<file path="src/rtl/coreriscv_axi4_grant_finish_unit_pkg.sv">
// Shared definitions for the TileLink grant/finish unit: grant field widths,
// g_type encodings and the grant beat payload layout.
package coreriscv_axi4_grant_finish_unit_pkg;

  localparam int BEATS_PER_BLOCK = 8;
  localparam int BEAT_W          = 3;
  localparam int DATA_W          = 64;
  localparam int CLIENT_XACT_W   = 2;
  localparam int MANAGER_XACT_W  = 1;
  localparam int G_TYPE_W        = 4;

  // Builtin g_type values
  localparam logic [G_TYPE_W-1:0] G_TYPE_VOLUNTARY_ACK  = 4'd0;
  localparam logic [G_TYPE_W-1:0] G_TYPE_GET_DATA_BLOCK = 4'd5;
  // Non-builtin g_type value
  localparam logic [G_TYPE_W-1:0] G_TYPE_DATA           = 4'd0;

  // One grant beat as stored in the grant buffer
  typedef struct packed {
    logic [BEAT_W-1:0]         addr_beat;
    logic [CLIENT_XACT_W-1:0]  client_xact_id;
    logic [MANAGER_XACT_W-1:0] manager_xact_id;
    logic                      is_builtin_type;
    logic [G_TYPE_W-1:0]       g_type;
    logic [DATA_W-1:0]         data;
  } grant_t;

  localparam int GRANT_W = $bits(grant_t);

endpackage

</file>
<file path="src/rtl/coreriscv_axi4_sync_fifo.sv">
// Parameterized synchronous FIFO with registered full/empty flags.
// Push is ignored when full, pop is ignored when empty. Storage is cleared
// on reset so the read port shows zeros while empty after reset.
module coreriscv_axi4_sync_fifo #(
  parameter int WIDTH = 1,
  parameter int DEPTH = 2
) (
  input  logic             clk,
  input  logic             reset,
  input  logic             push,
  input  logic [WIDTH-1:0] push_data,
  input  logic             pop,
  output logic [WIDTH-1:0] pop_data,
  output logic             full,
  output logic             empty
);

  localparam int PTR_W = (DEPTH > 1) ? $clog2(DEPTH) : 1;
  localparam int CNT_W = $clog2(DEPTH + 1);

  logic [WIDTH-1:0] mem [DEPTH];
  logic [PTR_W-1:0] wr_ptr;
  logic [PTR_W-1:0] rd_ptr;
  logic [CNT_W-1:0] count;
  logic             do_push;
  logic             do_pop;

  function automatic logic [PTR_W-1:0] ptr_inc(input logic [PTR_W-1:0] p);
    if (p == PTR_W'(DEPTH - 1)) return '0;
    return p + PTR_W'(1);
  endfunction

  assign do_push  = push && !full;
  assign do_pop   = pop && !empty;
  assign pop_data = mem[rd_ptr];

  // Storage, pointers, occupancy and flags; flags are updated from the
  // pre-edge count so they stay registered.
  always_ff @(posedge clk or posedge reset) begin
    if (reset) begin
      for (int unsigned i = 0; i < DEPTH; i++) mem[i] <= '0;
      wr_ptr <= '0;
      rd_ptr <= '0;
      count  <= '0;
      full   <= 1'b0;
      empty  <= 1'b1;
    end else begin
      if (do_push) begin
        mem[wr_ptr] <= push_data;
        wr_ptr      <= ptr_inc(wr_ptr);
      end
      if (do_pop) rd_ptr <= ptr_inc(rd_ptr);
      if (do_push && !do_pop) begin
        count <= count + CNT_W'(1);
        empty <= 1'b0;
        full  <= (count == CNT_W'(DEPTH - 1));
      end else if (!do_push && do_pop) begin
        count <= count - CNT_W'(1);
        full  <= 1'b0;
        empty <= (count == CNT_W'(1));
      end
    end
  end

endmodule

</file>
<file path="src/rtl/coreriscv_axi4_grant_finish_unit.sv">
// Grant finish unit: buffers the arbitrated TileLink grant stream toward the
// client and queues a Finish (manager_xact_id) once the last beat of a grant
// that needs acknowledgement is accepted.
// Optional beat-index checking: define CORERISCV_AXI4_GRANT_BEAT_CHECK_EN.
module coreriscv_axi4_grant_finish_unit
  import coreriscv_axi4_grant_finish_unit_pkg::*;
#(
  parameter int GRANT_DEPTH  = 2,
  parameter int FINISH_DEPTH = 2
) (
  input  logic        clk,
  input  logic        reset,
  input  logic        io_in_valid,
  output logic        io_in_ready,
  input  logic [2:0]  io_in_bits_addr_beat,
  input  logic [1:0]  io_in_bits_client_xact_id,
  input  logic [0:0]  io_in_bits_manager_xact_id,
  input  logic        io_in_bits_is_builtin_type,
  input  logic [3:0]  io_in_bits_g_type,
  input  logic [63:0] io_in_bits_data,
  output logic        io_out_valid,
  input  logic        io_out_ready,
  output logic [2:0]  io_out_bits_addr_beat,
  output logic [1:0]  io_out_bits_client_xact_id,
  output logic [0:0]  io_out_bits_manager_xact_id,
  output logic        io_out_bits_is_builtin_type,
  output logic [3:0]  io_out_bits_g_type,
  output logic [63:0] io_out_bits_data,
  output logic        io_finish_valid,
  input  logic        io_finish_ready,
  output logic [0:0]  io_finish_bits_manager_xact_id,
  output logic        io_beat_err
);

  grant_t            in_beat;
  grant_t            out_beat;
  logic [BEAT_W-1:0] beat_cnt;
  logic              multibeat;
  logic              needs_finish;
  logic              is_last;
  logic              in_fire;
  logic              grant_full;
  logic              grant_empty;
  logic              finish_full;
  logic              finish_empty;

  // Decode the incoming beat: multibeat, acknowledgement and last-beat status
  always_comb begin
    in_beat = '{
      addr_beat:       io_in_bits_addr_beat,
      client_xact_id:  io_in_bits_client_xact_id,
      manager_xact_id: io_in_bits_manager_xact_id,
      is_builtin_type: io_in_bits_is_builtin_type,
      g_type:          io_in_bits_g_type,
      data:            io_in_bits_data
    };
    multibeat    = ( io_in_bits_is_builtin_type && io_in_bits_g_type == G_TYPE_GET_DATA_BLOCK) ||
                   (!io_in_bits_is_builtin_type && io_in_bits_g_type == G_TYPE_DATA);
    needs_finish = !(io_in_bits_is_builtin_type && io_in_bits_g_type == G_TYPE_VOLUNTARY_ACK);
    is_last      = !multibeat || (beat_cnt == BEAT_W'(BEATS_PER_BLOCK - 1));
    // Finish-queue space only matters for the beat that would push a Finish.
    io_in_ready  = !grant_full && (!finish_full || !needs_finish || !is_last);
    in_fire      = io_in_valid && io_in_ready;
  end

  // Beat counter for multibeat grants; wraps after the last beat
  always_ff @(posedge clk or posedge reset) begin
    if (reset) beat_cnt <= '0;
    else if (in_fire && multibeat) beat_cnt <= beat_cnt + BEAT_W'(1);
  end

  coreriscv_axi4_sync_fifo #(
    .WIDTH (GRANT_W),
    .DEPTH (GRANT_DEPTH)
  ) u_grant_buf (
    .clk       (clk),
    .reset     (reset),
    .push      (in_fire),
    .push_data (in_beat),
    .pop       (io_out_ready),
    .pop_data  (out_beat),
    .full      (grant_full),
    .empty     (grant_empty)
  );

  coreriscv_axi4_sync_fifo #(
    .WIDTH (MANAGER_XACT_W),
    .DEPTH (FINISH_DEPTH)
  ) u_finish_q (
    .clk       (clk),
    .reset     (reset),
    .push      (in_fire && needs_finish && is_last),
    .push_data (io_in_bits_manager_xact_id),
    .pop       (io_finish_ready),
    .pop_data  (io_finish_bits_manager_xact_id),
    .full      (finish_full),
    .empty     (finish_empty)
  );

  assign io_out_valid                = !grant_empty;
  assign io_finish_valid             = !finish_empty;
  assign io_out_bits_addr_beat       = out_beat.addr_beat;
  assign io_out_bits_client_xact_id  = out_beat.client_xact_id;
  assign io_out_bits_manager_xact_id = out_beat.manager_xact_id;
  assign io_out_bits_is_builtin_type = out_beat.is_builtin_type;
  assign io_out_bits_g_type          = out_beat.g_type;
  assign io_out_bits_data            = out_beat.data;

`ifdef CORERISCV_AXI4_GRANT_BEAT_CHECK_EN
  logic beat_err;

  // Sticky flag: an accepted multibeat beat carried an unexpected beat index
  always_ff @(posedge clk or posedge reset) begin
    if (reset) beat_err <= 1'b0;
    else if (in_fire && multibeat && io_in_bits_addr_beat != beat_cnt) beat_err <= 1'b1;
  end

  assign io_beat_err = beat_err;
`else
  assign io_beat_err = 1'b0;
`endif

endmodule

</file>
<file path="config.mk">
export PLATFORM = sky130hd
export DESIGN_NAME = coreriscv_axi4_grant_finish_unit
export DESIGN_NICKNAME = d
export VERILOG_FILES = /design/src/rtl/coreriscv_axi4_grant_finish_unit_pkg.sv /design/src/rtl/coreriscv_axi4_sync_fifo.sv /design/src/rtl/coreriscv_axi4_grant_finish_unit.sv
export SDC_FILE = /design/constraint.sdc
export NUM_CORES = 1
export LEC_CHECK = 0
export ABC_AREA = 1
export CORE_MARGIN = 2
export CORE_UTILIZATION = 41
export CTS_BUF_LIST = sky130_fd_sc_hd__clkbuf_8
export DETAILED_ROUTE_END_ITERATION = 12
export HOLD_SLACK_MARGIN = 0.03
export MAX_ROUTING_LAYER = met4
export PLACE_DENSITY_LB_ADDON = 0.05
export SETUP_SLACK_MARGIN = 0.3
export SLEW_MARGIN = 20
export SYNTH_ARGS = -nofsm -noshare
export SYNTH_HDL_FRONTEND = slang
export SYNTH_SLANG_ARGS = --single-unit
</file>
<file path="constraint.sdc">
create_clock -name clk -period 13.15 [get_ports clk]
set_clock_uncertainty 0.1 [all_clocks]
set_input_delay 1.315 -clock clk [delete_from_list [all_inputs] [get_ports clk]]
set_output_delay 1.315 -clock clk [all_outputs]
set_load 0.1 [all_outputs]
</file>
=== Word-level counts from Yosys, hierarchy flattened ===
Index checks and enable logic that the tools add are counted.

* Memories: 0
* Memory bits (writable): 0
* Flip-flop bits (word level): 167
* Bits in latches: 0
* ROM bits: 0
* Logic and storage cells: 115
* Output and inout port bits: 80
* Bits of input ports: 80

* Shift-type cells: 0
* Multiplexer cells: 40
* $add $sub $neg: 9
* Reductions and logical operators: 37
* Order comparisons: 6
* Bitwise operators: 4
* Multiply operators: 0
* Divide/modulo/power cells: 0
* Equal/unequal tests: 4

{| class="wikitable"
|+ Operators with widths
! kind !! count
|-
| 75-bit 2-to-1 mux || 4
|-
| 150-bit bitwise mux || 1
|-
| 75-bit demux with 1-bit select || 1
|-
| 1-bit 2-to-1 mux || 28
|-
| 1-bit logical AND || 18
|-
| 1-bit logical NOT || 12
|-
| 2-bit >= comparator, second input constant || 4
|-
| 2-bit 2-to-1 mux || 4
|-
| 1-bit inverter with 2-bit output || 4
|-
| 1-bit adder, second input constant || 4
|-
| 2-bit by 1-bit adder with 2-bit output, second input constant || 2
|-
| 2-bit by 1-bit equality test with 1-bit output, second input constant || 2
|-
| 4-bit by 3-bit equality test with 1-bit output, second input constant || 1
|-
| 4-bit logical NOT || 1
|-
| 1-bit logical OR || 4
|-
| 2-bit by 1-bit < comparator with 1-bit output, second input constant || 2
|-
| 2-bit nonzero test || 2
|-
| 2-bit by 1-bit subtractor with 2-bit output, second input constant || 2
|-
| 3-bit by 1-bit adder with 3-bit output, second input constant || 1
|-
| 3-bit equality test, second input constant || 1
|-
| 2-bit bitwise mux || 1
|-
| 1-bit demux with 1-bit select || 1
|}

=== Longest topological paths before layout ===
Gate-level depths: netlist of the first run.

* Depth in word-level cells: 16
* Depth in mapped cells: 14
* Gate-level depth less buffers: 12

=== Cells and area by module ===
Synthesis of the first run repeated with hierarchy kept, for this count alone.

* Cell total of the unflattened synthesis: 932
* Area, all modules: 7,811.2 sq um

{| class="wikitable"
|+ By module, submodules not included
! module !! sequential area each (sq um) !! cells an instance !! instances !! area each (sq um)
|-
| coreriscv_axi4_sync_fifo at u_grant_buf || 3,905.0 || 843 || 1 || 7,125.6
|-
| coreriscv_axi4_sync_fifo at u_finish_q || 201.4 || 46 || 1 || 392.9
|-
| coreriscv_axi4_grant_finish_unit || 75.1 || 43 || 1 || 292.8
|}

=== Least setup slack after synthesis of the first run ===
Ideal clock, no wire load.

* Path type: register to output
* Start point: register u_grant_buf.rd_ptr
* End point: output io_out_bits_data[23]
* Buffers on the path: 2
* Stages on the path, launching flop included: 4
* Path slack: 8.790 ns
* Data arrival time: 2.945 ns
* Required time: 11.735 ns
* Cell sequence: dfrtp_1 clkbuf_1 clkbuf_1 o21ai_0

* Cells in the longest elaborated chain, start to end: 4

{| class="wikitable"
|+ RTL lines
! item !! line !! text
|-
| start: declaration || coreriscv_axi4_sync_fifo.sv:23 || <nowiki>logic [PTR_W-1:0] rd_ptr;</nowiki>
|-
| start signal: assignment || coreriscv_axi4_sync_fifo.sv:52 || <nowiki>if (do_pop) rd_ptr <= ptr_inc(rd_ptr);</nowiki>
|-
| 1-bit inverter with 2-bit output (implied by the code) || coreriscv_axi4_sync_fifo.sv:35 || <nowiki>assign pop_data = mem[rd_ptr];</nowiki>
|-
| 75-bit 2-to-1 mux (implied by the code) (3 in a row) || coreriscv_axi4_sync_fifo.sv:35 ||
|-
| end: declaration || coreriscv_axi4_grant_finish_unit.sv:28 || <nowiki>output logic [63:0] io_out_bits_data,</nowiki>
|}

Every way passes these cells. The select of a mux whose other input is x is not followed.

=== Final worst setup path of the first run ===
* Start point: input io_in_bits_is_builtin_type
* End point: output io_in_ready

* Cells in the longest elaborated chain, start to end: 8
* Elaborated cells on any way between the ends: 11
* Classes of those cells: 11 x reduce/logical

{| class="wikitable"
|+ RTL lines
! item !! line !! text
|-
| start: declaration || coreriscv_axi4_grant_finish_unit.sv:18 || <nowiki>input logic io_in_bits_is_builtin_type,</nowiki>
|-
| 1-bit logical NOT || coreriscv_axi4_grant_finish_unit.sv:58 || <nowiki>(!io_in_bits_is_builtin_type && io_in_bits_g_type == G_TYPE_DATA);</nowiki>
|-
| 1-bit logical AND || coreriscv_axi4_grant_finish_unit.sv:58 ||
|-
| 1-bit logical OR || coreriscv_axi4_grant_finish_unit.sv:57 || <nowiki>multibeat = ( io_in_bits_is_builtin_type && io_in_bits_g_type == G_TYPE_GET_DATA_BLOCK) ||</nowiki>
|-
| 1-bit logical NOT || coreriscv_axi4_grant_finish_unit.sv:60 || <nowiki>is_last = !multibeat || (beat_cnt == BEAT_W'(BEATS_PER_BLOCK - 1));</nowiki>
|-
| 1-bit logical OR || coreriscv_axi4_grant_finish_unit.sv:60 ||
|-
| 1-bit logical NOT || coreriscv_axi4_grant_finish_unit.sv:62 || <nowiki>io_in_ready = !grant_full && (!finish_full || !needs_finish || !is_last);</nowiki>
|-
| 1-bit logical OR * || coreriscv_axi4_grant_finish_unit.sv:62 ||
|-
| 1-bit logical AND * || coreriscv_axi4_grant_finish_unit.sv:62 ||
|-
| end: declaration || coreriscv_axi4_grant_finish_unit.sv:14 || <nowiki>output logic io_in_ready,</nowiki>
|}

Mark *: on every way between the ends. The rest lies on a longest branch, timed or not.

==> impl_metrics.py, run 1 <==
metrics = {
    "status": {
        "run_status": "finished, final reports clean",
    },
    "clock_network": {
        "numCtsBuffers": 17,
        "clkSinkCount": 167,
        "post_cts_buffers": 0,
        "h-tree-depth": 4,
        "clk_pin_slew_ns": 0.08,
        "post_cts_resized": 0,
        "cts_tree": "done",
        "clockRootBuffer": "clkbuf_8",
        "clock_path_buffers": 2,
        "clk_latency_ns": 0.45,
        "postCtsHoldBufs": 0,
    },
    "synthesis": {
        "synthXorXnorAreaFrac": 0.00814,
        "yosys.area_share.simple": 0.177,
        "ys_ff_latch": 167,
        "yosys_warnings": 0,
        "synth_top_family_by_area": "simple AND/OR/NAND/NOR gates",
        "synth.area.mux_share": 0,
        "synth_compound_area_frac": 0.159,
        "synth_cell_types": 24,
        "synthAdderAreaFrac": 0.00831,
        "yosysSeqAreaShare": 0.556,
        "avgSynthCellArea_um2": 8.24,
        "netlist_area_um2": 7530,
        "synth_cells": 913,
        "synth_fp_nets": 998,
    },
    "detailed_routing": {
        "dr.pass1.iters": 4,
        "wl_mm": 18.0,
        "drt_iter0_markers": 420,
        "antenna_left": 0,
        "wl_per_cell_um": 14.1,
        "num_vias": 6221,
        "vias_per_cell": 4.86,
        "drc": 0,
    },
    "layout": {
        "diodes": 0,
        "num-fill-cells": 1780,
        "nets": 1124,
        "final_common_cell": "nand2_1",
        "final_cell_mix": "322 x nand2_1, 199 x o21ai_0, 164 x dfrtp_1, 158 x clkdlybuf4s50_1, 94 x inv_1",
        "area_growth_pct": 27.4,
        "layout-drive-gt1-share": 0.0457,
    },
    "floorplan": {
        "die_x_um": 139,
        "dieArea_um2": 19500,
        "coreArea_um2": 18000,
        "initial_core_util": 0.419,
        "row_count": 49,
        "fp.dieH_um": 139,
        "top_level_ports": 160,
    },
    "timing": {
        "fmax_mhz": 199,
        "hold_viol_final": 0,
        "drv_slew": 0,
        "setup_viol": 0,
        "timing.final.ws_setup_ns": 8.13,
        "max_slew_margin": 0.317,
        "min_period_ns": 5.02,
        "finalSetupTns_ns": 0,
        "grt_setup_unrepaired": "no",
        "period_share": 0.382,
        "tightest_slew_ns": 1.02,
    },
    "worst_setup_path": {
        "slowest_stage": "clkdlybuf4s50_1",
        "crit_required_ns": 11.73,
        "cp_max_fo": 4,
        "cpPeakStageDelay_ns": 1.16,
        "reg2reg_depth": 10,
        "path_class": "input port to output port",
        "worstSetupStartpointType": "input port",
        "crit_chain": "clkdlybuf4s50_1 -> inv_1 -> nor2_1 -> nand2_1 -> nand2_2 -> nand2_2 -> a21oi_4 -> clkdlybuf4s50_1",
        "arrival_ns": 3.61,
        "end_kind": "output port",
    },
    "min_path": {
        "min_path_cells": 1,
        "holdCritPathClass": "register to register",
    },
    "global_route": {
        "grtUsageTotal": 0.198,
        "grt_first_pass_wirelength_mm": 30.1,
        "antenna_found_initial": 0,
        "grt_pass1_vias": 5853,
        "grt_start_max_net_pins": 102,
        "gr-total-overflow": 0,
    },
    "placed_design": {
        "gp_congestion": 0.764,
        "dp_hpwl_mm": 10.8,
        "pre_cts_slack_ns": 8.14,
        "port_buffers": 158,
    },
    "flow_run": {
        "drv_cap": 0,
    },
}
synth_stat cells (all sizes together):
cell    number  area, um^2
xor2         2        17.5
xnor2        5        43.8
nor2         8        48.8
nand2      325        1230
conb         1        3.75
dfrtp      165        4130
nand3        8        40.0
inv         96         360
dfstp        2        52.6
a21oi        3        26.3
o21ai      234        1170
buf         22         195
nand4        2        12.5
ha           5        62.6
clkbuf      35         131
registers in the layout (all words and copies together) (netlist names):
name and count:
u_finish_q.wr_ptr 1, u_grant_buf.count 2, u_finish_q.mem 2, u_grant_buf.mem 150
u_finish_q.rd_ptr 1, u_finish_q.count 2, u_finish_q.empty 1, u_grant_buf.rd_ptr 1
u_grant_buf.wr_ptr 1, u_grant_buf.full 1, u_grant_buf.empty 1, u_finish_q.full 1
beat_cnt 3
stage by stage:
step / hold WS, ns / instances / utilization / cell area, um^2
floorplan: 0.353 / 913 / - / 7530
CTS: 0.390 / 1280 / 0.534 / 9590
detailed placement: 0.374 / 1249 / 0.508 / 9130
finish: 0.386 / 1280 / 0.534 / 9590
global placement: 0.368 / 1249 / 0.508 / 9130
global route: 0.395 / 1280 / 0.534 / 9590
worst max-delay path, delay by kind of cell:
kind / cells / cell delay, ns
buf+inv: 3 / 1.75
compound gates: 1 / 0.19
simple gates: 4 / 0.34
area by class of cell:
class | count | area (um^2) | area share
timing repair buffer | 164 | 1630 | 0.170
multi-input combinational | 593 | 2660 | 0.278
clock buffer | 19 | 262 | 0.0273
inverter | 96 | 365 | 0.0381
clock inverter | 12 | 201 | 0.0210
sequential | 167 | 4190 | 0.436
tap | 229 | 287 | 0.0299
metal layers:
| layer | global-route usage | vias to the layer above | part of all wire |
|---|---|---|---|
| met3 | 0.0382 | 17 | 0.045 |
| met2 | 0.286 | 155 | 0.45 |
| met4 | 0.0601 | 0 | 0.0091 |
| met5 | - | - | 0 |
| li1 | - | 3114 | - |
| met1 | 0.283 | 2935 | 0.49 |
final timing paths:
check,from,endpoint,slack (ns)
max,io_in_bits_is_builtin_type,io_in_ready,8.13
min,u_grant_buf.count[0]$_DFFE_PP0P_,u_grant_buf.count[0]$_DFFE_PP0P_,0.39
max reg2reg,beat_cnt[0]$_DFFE_PP0P_,u_grant_buf.mem[107]$_DFFE_PP0P_,9.56
min reg2reg,u_grant_buf.count[0]$_DFFE_PP0P_,u_grant_buf.count[0]$_DFFE_PP0P_,0.39
max in group asynchronous,reset,u_grant_buf.rd_ptr$_DFFE_PP0P_,10.10
min in group asynchronous,reset,u_grant_buf.mem[109]$_DFFE_PP0P_,1.33
cell families after synthesis:
logic type,after synthesis
XOR/XNOR,7
AND/OR/NAND/NOR,343
other,1
flip-flops,167
AO/OA/AOI/OAI,237
buffers and inverters,153
adder cells (fa/ha/maj),5
Power of run 1 is not shown: default switching activity piles up to over one toggle a cycle in this logic, so the estimate is an artifact.
==> run 2, diff against run 1 <==
Clock period 13.15 ns to 4.6 ns, I/O delays scaled along.
==> run 2 against run 1 <==
Effect of this change:
- critical path depth decreased by 5
- clock-buffer cell count shrank 1
- non-clock buffer count rose by 5
==> impl_metrics.py, run 2 (same netlist as run 1, synthesis figures left out) <==
metrics = {
    "global_route": {
        "grt_pass1_vias": 5903,
        "grtUsageTotal": 0.197,
        "gr-total-overflow": 0,
        "grt_first_pass_wirelength_mm": 30.1,
        "grt_start_max_net_pins": 99,
        "antenna_found_initial": 0,
    },
    "layout": {
        "final_cell_mix": "322 x nand2_1, 199 x o21ai_0, 164 x dfrtp_1, 106 x clkdlybuf4s50_1, 95 x inv_1",
        "final_common_cell": "nand2_1",
        "largest_reg_flops": 150,
        "diodes": 0,
        "fin_cells": 1286,
        "layout-drive-gt1-share": 0.0993,
        "top_regs": "u_grant_buf.mem (150), beat_cnt (3)",
        "area_growth_pct": 25.7,
        "nets": 1129,
        "top_register": "u_grant_buf.mem",
    },
    "detailed_routing": {
        "drc": 0,
        "antenna_left": 0,
        "vias_per_cell": 4.81,
        "wl_mm": 18.0,
        "num_vias": 6192,
        "wl_per_cell_um": 14.0,
        "drt_iter0_markers": 336,
        "dr.pass1.iters": 5,
    },
    "worst_setup_path": {
        "path_class": "register to output port",
        "cp_max_fo": 98,
        "end_kind": "output port",
        "worstSetupStartpointType": "register",
        "arrival_ns": 3.00,
        "reg2reg_slack_ns": 1.88,
        "crit_required_ns": 4.04,
    },
    "timing": {
        "timing.final.ws_setup_ns": 1.04,
        "tightest_slew_ns": 0.971,
        "hold_viol_final": 0,
        "setup_viol": 0,
        "min_period_ns": 3.56,
        "max_slew_margin": 0.350,
        "fmax_mhz": 281,
        "finalSetupTns_ns": 0,
        "drv_slew": 0,
        "grt_setup_unrepaired": "no",
        "period_share": 0.774,
    },
    "clock_network": {
        "h-tree-depth": 4,
        "post_cts_buffers": 0,
        "postCtsHoldBufs": 0,
        "post_cts_resized": 0,
        "clockRootBuffer": "clkbuf_8",
        "clock_path_buffers": 2,
        "clk_pin_slew_ns": 0.09,
        "clk_latency_ns": 0.44,
        "clkSinkCount": 167,
        "numCtsBuffers": 17,
        "cts_tree": "done",
    },
    "floorplan": {
        "row_count": 49,
        "dieArea_um2": 19500,
        "coreArea_um2": 18000,
        "top_level_ports": 160,
        "fp.dieH_um": 139,
        "die_x_um": 139,
        "initial_core_util": 0.419,
    },
    "placed_design": {
        "dp_hpwl_mm": 11.2,
        "pre_cts_slack_ns": 1.31,
        "port_buffers": 158,
        "place_inst": 1254,
        "gp_congestion": 0.783,
    },
    "status": {
        "run_status": "finished, final reports clean",
    },
    "flow_run": {
        "drv_cap": 0,
    },
    "min_path": {
        "holdCritPathClass": "input port to async pin",
    },
}
[run 2: changes by cell type in the layout (fill, tap and decap cells not counted), moves of 2 or more]
cell,before,now
bufinv_16,5,1
buf_4,6,59
clkdlybuf4s50_1,158,106
buf_12,0,4
inv_6,1,3
clkinvlp_4,1,6
[run 2: routing by layer]
metal	wire length [um]	vias to the layer above	track usage
li1	-	3131	-
met3	824	8	0.0427
met5	0	-	-
met1	8740	2919	0.270
met2	8280	134	0.299
met4	147	0	0.0494
[run 2: worst max-delay path, cell delays in order (launching register included)]
cell and delay (ns):
dfrtp_4 1.07, nand2_1 0.10, o21ai_0 0.15, clkdlybuf4s50_1 1.19
[run 2: final timing paths]
check	startpoint	to	depth (start not counted)
worst max-delay path	u_grant_buf.rd_ptr$_DFFE_PP0P_	io_out_bits_data[32]	3
min in group clk	beat_cnt[0]$_DFFE_PP0P_	beat_cnt[0]$_DFFE_PP0P_	1
worst max register to register	beat_cnt[0]$_DFFE_PP0P_	u_grant_buf.mem[148]$_DFFE_PP0P_	10
worst min register to register	beat_cnt[0]$_DFFE_PP0P_	beat_cnt[0]$_DFFE_PP0P_	1
max in group asynchronous	reset	u_finish_q.empty$_DFFE_PP1P_	3
worst min-delay path	reset	u_grant_buf.mem[109]$_DFFE_PP0P_	3
[run 2: cell type report]
cell class                 instances  area (um^2)
clock inverter                    14          128
timing repair buffer             169         1580
multi-input combinational        593         2660
clock buffer                      18          248
inverter                          96          364
fill                            1788         8500
tap                              229          287
sequential                       167         4190
[run 2: metrics by stage]
stage               hold WS [ns]  cell area, um^2  utilization
finish                     0.375             9460        0.527
global route               0.403             9460        0.527
CTS                        0.381             9460        0.527
detailed placement         0.376             9080        0.506
global placement           0.375             9080        0.506
floorplan                  0.353             7530            -
Power of run 2 is left out for the same reason.
==> patch, RTL diff (config.mk and constraints of run 2) <==
Set the parameter `GRANT_DEPTH` to 1 (it was 2).
--- a/src/rtl/coreriscv_axi4_grant_finish_unit.sv
+++ b/src/rtl/coreriscv_axi4_grant_finish_unit.sv
@@ -7,3 +7,3 @@
 #(
-  parameter int GRANT_DEPTH  = 2,
+  parameter int GRANT_DEPTH  = 1,
   parameter int FINISH_DEPTH = 2
Formal check against the unedited RTL: not equivalent (a bounded check fails within 4 cycles, from zero or initial values and one cycle with reset high).
==> patch against run 2 <==
Via count decreased by 50%; synthesized area decreased by 52%; critical path depth increased by 4; worst setup slack improved by 0.22 ns; core utilization increased by 9.9 points; wire length decreased by 51%; sequential share of layout area decreased by 3.0 points; sequential cell count decreased by 78; cell area decreased by 43%.
Power is not shown: default switching activity piles up to over one toggle a cycle in this logic, so the estimate is an artifact.
==> patch: results (changes against run 2) <==
\begin{tabular}{lr}
\hline
Metric & Value \\
\hline
\multicolumn{2}{l}{\textbf{Outcome}} \\
Outcome & complete, no violations \\
\multicolumn{2}{l}{\textbf{Placement}} \\
Routability Congestion & 0.787 (+0.49\%) \\
Post-detailed-placement half-perimeter wirelength & 6050 um (-46\%) \\
\multicolumn{2}{l}{\textbf{Yosys}} \\
Total nets after synthesis & 490 (-51\%) \\
Top cells by area in the synthesized netlist & sky130\_fd\_sc\_hd\_\_dfrtp\_1 (60\%), sky130\_fd\_sc\_hd\_\_nand2\_1 (26\%), sky130\_fd\_sc\_hd\_\_buf\_6 (2.8\%) \\
Top cell types by occurrence after synthesis & sky130\_fd\_sc\_hd\_\_nand2\_1 (249), sky130\_fd\_sc\_hd\_\_dfrtp\_1 (87), sky130\_fd\_sc\_hd\_\_inv\_1 (13) \\
Count of different cell masters after synthesis & 25 (+4.2\%) \\
Sequential share of the synthesized area & 61.7\% (+6.1 points) \\
\multicolumn{2}{l}{\textbf{Layout}} \\
Total Nets Final & 644 (-43\%) \\
Top Registers & u\_grant\_buf.mem x75, beat\_cnt x3 \\
Fraction of final layout cells with drive strength greater than 1 & 4.78\% (-5.2 points) \\
\multicolumn{2}{l}{\textbf{Setup path}} \\
Arr. time, crit path & 2.78 ns (-0.22 ns) \\
\multicolumn{2}{l}{\textbf{GRT}} \\
Global-route wire length before repair & 14700 um (-51\%) \\
Maximum number of pins on one net before global-route repair & 84 (-15\%) \\
Tot GR Track Use & 19.5\% (-0.11 points) \\
Via count of the first global-routing pass & 3067 (-48\%) \\
\multicolumn{2}{l}{\textbf{Clock network}} \\
Number of H-tree branching levels & 3 (-1) \\
Total clock buffers created by CTS & 9 (-8) \\
\multicolumn{2}{l}{\textbf{Route}} \\
Length of the first detailed-routing pass in iterations & 4 (-1) \\
Routed met3 length & 668 um (-19\%) \\
Iteration-0 DRC Markers & 134 (-60\%) \\
Routed length on met2 & 3990 um (-52\%) \\
Vias per Instance & 4.56 (-5.4\%) \\
WL/cell & 13.1 um (-6.5\%) \\
Met1 Wirelength & 4040 um (-54\%) \\
\multicolumn{2}{l}{\textbf{Worst hold path}} \\
Class of the tightest hold or removal check & register to register \\
\hline
\end{tabular}
[patch: through the flow]
step	setup WS (ns)	utilization (%)	area, um^2	hold WS, ns	cells
3_3_place_gp	1.25	60.4	5220	0.361	657
5_1_grt	1.13	62.6	5410	0.401	673
2_1_floorplan	1.67	-	3620	0.348	406
3_5_place_dp	1.28	60.4	5220	0.364	657
4_1_cts	1.26	62.6	5410	0.385	673
6_report	1.26	62.6	5410	0.380	673
[patch: path summary, 6_finish.rpt]
check	startpoint	endpoint	slack [ns]	cells after the start
worst max-delay path	io_in_bits_g_type[1]	io_in_ready	1.26	7
worst min-delay path	u_grant_buf.mem[24]$_DFFE_PP0P_	u_grant_buf.mem[24]$_DFFE_PP0P_	0.38	2
worst max register to register	beat_cnt[0]$_DFFE_PP0P_	u_finish_q.count[0]$_DFFE_PP0P_	2.21	12
worst min register to register	u_grant_buf.mem[24]$_DFFE_PP0P_	u_grant_buf.mem[24]$_DFFE_PP0P_	0.38	2
max in group asynchronous	reset	u_grant_buf.mem[24]$_DFFE_PP0P_	2.91	3
min in group asynchronous	reset	u_grant_buf.mem[56]$_DFFE_PP0P_	0.49	2
[patch: kinds of logic after synthesis]
logic type,count (synthesis),share of synthesized area (%)
simple gates,263,28.2
flops,89,61.7
buf+inv,32,5.57
compound gates,14,2.32
fa+ha+maj,4,1.38
xor+xnor,2,0.485
other cells,1,0.104
mux,1,0.311
[patch: area by class of cell]
class,count,area (um^2)
clock inverter,6,52.6
clock buffer,10,138
tap,108,135
multi-input combinational,285,1190
inverter,14,53.8
sequential,89,2230
timing repair buffer,161,1600
fill,751,3230
[patch: critical path, stage by stage]
cell                              delay, ns
sky130_fd_sc_hd__clkdlybuf4s50_1       0.43
sky130_fd_sc_hd__nor2_1                0.26
sky130_fd_sc_hd__nand3_1               0.15
sky130_fd_sc_hd__nand2_1               0.08
sky130_fd_sc_hd__inv_1                 0.05
sky130_fd_sc_hd__a21oi_1               0.19
sky130_fd_sc_hd__clkdlybuf4s50_1       1.17
[patch: per-layer routing]
metal / global-route usage (%) / up-vias
li1: - / 1534
met1: 27.0 / 1402
met2: 28.6 / 121
met3: 5.37 / 10
met4: 5.56 / 0
met5: - / -
